## config.mk

```make
export PLATFORM = sky130hd
export DESIGN_NAME = muldiv_hazard_unit
export DESIGN_NICKNAME = d
export VERILOG_FILES = /design/src/rtl/muldiv_hazard_unit.sv
export SDC_FILE = /design/constraint.sdc
export NUM_CORES = 1
export LEC_CHECK = 0
export CORE_AREA = 2 2 49 51
export CTS_BUF_LIST = sky130_fd_sc_hd__clkbuf_8
export DETAILED_ROUTE_END_ITERATION = 8
export DIE_AREA = 0 0 51 53
export GPL_TIMING_DRIVEN = 0
export PLACE_DENSITY = 0.87
export SLEW_MARGIN = 20
export SYNTH_ARGS = -nofsm -noshare
export SYNTH_HDL_FRONTEND = slang
export SYNTH_SLANG_ARGS = --single-unit
export TNS_END_PERCENT = 10
```

## constraint.sdc

```tcl
create_clock -name CLK -period 2.5 [get_ports CLK]
set_clock_uncertainty 0.1 [all_clocks]
set_input_delay 0.75 -clock CLK [delete_from_list [all_inputs] [get_ports CLK]]
set_output_delay 0.75 -clock CLK [all_outputs]
set_load 0.005 [all_outputs]
```

## src/rtl/muldiv_hazard_unit.sv

```systemverilog
// Hazard detection for load-use and multi-cycle RV32M occupancy; drives stall_pipeline.
// Optional macro DIV_EARLY_OUT_EN: divide by zero completes after a single stall cycle.
module muldiv_hazard_unit #(
    parameter int unsigned MUL_CYCLES = 2,
    parameter int unsigned DIV_CYCLES = 32
) (
    input  logic       CLK,
    input  logic       RESETn,
    input  logic [4:0] id_rs1,
    input  logic [4:0] id_rs2,
    input  logic       id_rs1_used,
    input  logic       id_rs2_used,
    input  logic [4:0] ex_rd,
    input  logic       ex_mem_read,
    input  logic       ex_muldiv_valid,
    input  logic [2:0] ex_muldiv_funct3,
    input  logic       ex_div_by_zero,
    output logic       stall_pipeline,
    output logic       load_use_hazard,
    output logic       mdu_busy,
    output logic       mdu_done,
    output logic [4:0] mdu_rd
);

    typedef enum logic [1:0] {
        IDLE     = 2'd0,
        BUSY     = 2'd1,
        COMPLETE = 2'd2
    } state_t;

    state_t     state, state_next;
    logic [7:0] counter, counter_next;
    logic       busy_next, done_next;
    logic [4:0] rd_next;
    logic       start;
    logic       early_out;
    logic [7:0] n_cycles;
    logic       unused_inputs;

`ifdef DIV_EARLY_OUT_EN
    always_comb begin
        early_out     = ex_muldiv_funct3[2] & ex_div_by_zero;
        unused_inputs = ^ex_muldiv_funct3[1:0];
    end
`else
    always_comb begin
        early_out     = 1'b0;
        unused_inputs = ^{ex_muldiv_funct3[1:0], ex_div_by_zero};
    end
`endif

    always_ff @(posedge CLK or negedge RESETn) begin
        if (!RESETn) begin
            state    <= IDLE;
            counter  <= '0;
            mdu_busy <= 1'b0;
            mdu_done <= 1'b0;
            mdu_rd   <= '0;
        end else begin
            state    <= state_next;
            counter  <= counter_next;
            mdu_busy <= busy_next;
            mdu_done <= done_next;
            mdu_rd   <= rd_next;
        end
    end

    // Busy/done are registered copies of the next state, so they track BUSY/COMPLETE exactly.
    always_comb begin
        state_next   = state;
        counter_next = counter;
        busy_next    = mdu_busy;
        done_next    = 1'b0;
        rd_next      = mdu_rd;
        n_cycles     = ex_muldiv_funct3[2] ? DIV_CYCLES[7:0] : MUL_CYCLES[7:0];
        unique case (state)
            IDLE: begin
                if (start) begin
                    rd_next = ex_rd;
                    if ((n_cycles == 8'd1) || early_out) begin
                        state_next = COMPLETE;
                        done_next  = 1'b1;
                    end else begin
                        counter_next = n_cycles - 8'd1;
                        busy_next    = 1'b1;
                        state_next   = BUSY;
                    end
                end
            end
            BUSY: begin
                counter_next = counter - 8'd1;
                if (counter == 8'd1) begin
                    state_next = COMPLETE;
                    busy_next  = 1'b0;
                    done_next  = 1'b1;
                end
            end
            COMPLETE: begin
                state_next = IDLE;
            end
            default: begin
                state_next = IDLE;
            end
        endcase
    end

    always_comb begin
        start           = (state == IDLE) & ex_muldiv_valid;
        load_use_hazard = ex_mem_read & (ex_rd != 5'd0) &
                          ((id_rs1_used & (id_rs1 == ex_rd)) |
                           (id_rs2_used & (id_rs2 == ex_rd)));
        stall_pipeline  = start | (state == BUSY) | (load_use_hazard & (state == IDLE));
    end

endmodule

```

==> impl_metrics.tcl <==
set metrics [dict create \
    synthTopCellsByArea "dfrtp_1 (47%), nand2_1 (8.6%), xor2_1 (7.7%)" \
    path_cells "buf_6 > or4_4 > o21ai_2 > buf_4 > o31ai_4 > buf_2" \
    clock_latency_ns 0.25 \
    netlist_instances 94 \
    area_growth_syn_to_layout_pct 45.8 \
    wl_mm 2.11 \
    dp_hpwl_mm 1.62 \
    clockRootBuffer "clkbuf_8" \
    syn_nets 121 \
    worstMarginPinSlew_ns 0.754 \
    io_pins 34 \
    cts_tree "done" \
    num_rows 17 \
    start_util_pct 42.5 \
    antenna_left 0 \
    yosys.cell_types.count 31 \
    drt_iter0_markers 5 \
    vias 846 \
    die_h_um 53 \
    worstSetupStartpointType "input pin" \
    core_area_um2 2150 \
    failed_checks "negative setup slack" \
    synth_top_area_share_pct 46.6 \
    die-area_um2 2700 \
    seq_area_frac_synth_pct 46.6 \
    dp.cells 152 \
    nNetsFinal 160 \
    yosysWarnings 0 \
    cp.buffers_inverters 3 \
    ir_drop_v 0.000573 \
    final-max-slew-violation-count 0 \
    gr-total-overflow 0 \
    layout_setup_ws_ns -0.260 \
    pre_cts_slack_ns -0.967 \
    crit_family "simple AND/OR/NAND/NOR gates" \
    grt_pass1_vias 862 \
    p_clk_share_pct 17.8 \
    h-tree-depth 1 \
    wl_per_cell_um 13.2 \
    setup_viol 2 \
    final_common_cell "nand2_1" \
    clk_path_buf_depth 2 \
    drive_gt1_share_pct 22.0 \
    power_density_nw_per_um2 894 \
    rsz0062_at_grt "true" \
    cpMaxStageDelayCell "or4_4" \
    port-buffer-count 30 \
    critPathKind "input pin to output pin" \
    status "finished with violations" \
    utilization_pct 62.0 \
    place.gp.congestion 0.800 \
    drv_cap 0 \
    net-switching-power_uw 431 \
    combPwrFrac_pct 40.2 \
    relSlewSlack_pct 49.6 \
    clk_pin_slew_worst_paths_ns 0.07 \
    avgSynthCellArea_um2 9.72 \
    first_pass_iters 4 \
    grt_max_degree 18 \
    antenna_found_initial 0 \
    n_antenna_cell 0 \
    synth_seq_cells 17 \
    grt_pass1_wl_mm 3.48 \
    cts.sinks 17 \
    layout_min_cycle_time_ns 2.76 \
    sequentialPowerShare_pct 42.0 \
    arrival_ns 1.91 \
    cp-end-kind "output pin" \
    groute.usage.overall_pct 18.1 \
    final_cell_mix "nand2_1 (21), dfrtp_1 (17), clkdlybuf4s50_1 (12), nor2_1 (8)" \
    cts_inserted_buffers 3 \
    intPower_uw 760 \
    avgViaCountPerCell 5.29 \
    max_freq_mhz 362 \
    yosys.area.top_type "dfrtp_1" \
    max_stage_delay_ns 0.53 \
    p_leak_nw 0.603 \
    die_w_um 51 \
    fin_cells 160 \
    fin_crit_sh_pct 110 \
    swShare_pct 36.2 \
    remaining_drc_errors 0 \
    hold_path_class "flop to flop" \
    hold_viol 0 \
    crit_required_ns 1.65 \
    syn-cell-area_um2 913 \
    crit_fanout 4 \
]
[sequential cells by signal, indices dropped and copies added, names as in the netlist]
name      flops
counter       8
mdu_rd        5
state         2
mdu_busy      1
mdu_done      1
[layout make-up]
| type | count | area, µm² |
|---|---|---|
| repair buffers | 34 | 304 |
| multi-input cells | 74 | 505 |
| fillers | 173 | 817 |
| clock inverters | 1 | 7.51 |
| inverters | 2 | 7.51 |
| well taps | 28 | 35.0 |
| plain buffers | 1 | 5.00 |
| clock buffers | 3 | 41.3 |
| flip-flops and latches | 17 | 425 |
[final timing paths]
| check | startpoint | endpoint | slack [ns] | cells past startpoint |
|---|---|---|---|---|
| max | ex_rd[1] | stall_pipeline | -0.26 | 6 |
| min | counter[7]$_DFFE_PN0P_ | counter[7]$_DFFE_PN0P_ | 0.37 | 1 |
| max reg2reg | state[1]$_DFFE_PN0P_ | counter[4]$_DFFE_PN0P_ | 0.88 | 4 |
| min reg2reg | counter[7]$_DFFE_PN0P_ | counter[7]$_DFFE_PN0P_ | 0.37 | 1 |
| max in group asynchronous | RESETn | counter[4]$_DFFE_PN0P_ | 0.99 | 1 |
| min in group asynchronous | RESETn | counter[6]$_DFFE_PN0P_ | 0.84 | 1 |
[stage by stage]
step,power [mW],hold slack (ns),cell area (µm²),TNS (ns)
floorplan,0.756,0.337,913,0
global placement,0.958,0.357,1250,-1.81
detailed placement,0.985,0.367,1250,-1.85
CTS,1.20,0.380,1300,-0.401
global route,1.29,0.396,1330,-0.560
finish,1.19,0.373,1330,-0.423
[logic make-up (layout without fill, tap and decap cells)]
family	after synthesis	count (layout)	share of synthesized area, %
muxes	2	2	2.19
DFF	17	17	46.6
and+or+nand+nor	47	47	25.8
adders and majority gates	2	2	2.74
xor gates and xnor gates	10	10	9.59
buffers and inverters	3	41	1.37
AOI/OAI and AO/OA	13	13	11.8
[what timing repair did]
item | CTS | global route
gates cloned | 0 | 0
resized for setup | 63 | 7
endpoints found under the setup margin | 2 | 2
hold buffers | 0 | 0
setup buffers | 3 | 1
pin swaps | 11 | 4
hold endpoints to repair | 0 | 0
[worst register-to-register path: cells and delay by family (launching register included)]
kind | cells | cell delay, ns
AO/OA/AOI/OAI | 1 | 0.14
flip-flops | 1 | 0.46
AND/OR/NAND/NOR | 3 | 0.83
[layer usage]
metal | global-route usage (%) | share of wire [%] | vias up
li1 | - | - | 405
met1 | 18.4 | 41 | 406
met2 | 32.0 | 51 | 30
met3 | 5.08 | 6.0 | 5
met4 | 12.2 | 2.5 | 0
met5 | 0 | 0 | -
[cells in the mapped netlist (all sizes together)]
master,instances
o22a,1
nand2b,2
inv,2
o31ai,1
nand3b,2
ha,2
and2b,1
dfrtp,17
nor4,4
nand2,21
xor2,8
a32oi,1
buf,1
nor2,9
or2,1
nor3,1
nand3,3
a21oi,1
or4,1
nand4bb,1
o41ai,1
a221oi,1
and2,1
mux2i,2
o21bai,1
a21o,1
o311ai,1
xnor2,2
o21ai,1
o211ai,3
[power by group through the flow]
stage / combinational, mW / sequential (mW) / clock (mW)
2_1_floorplan: 0.275 / 0.480 / 0
3_3_place_gp: 0.462 / 0.496 / 0
3_5_place_dp: 0.483 / 0.502 / 0
4_1_cts: 0.477 / 0.500 / 0.224
5_1_grt: 0.541 / 0.519 / 0.232
6_report: 0.478 / 0.500 / 0.212
Note: power is estimated with default switching activity, not from simulation.
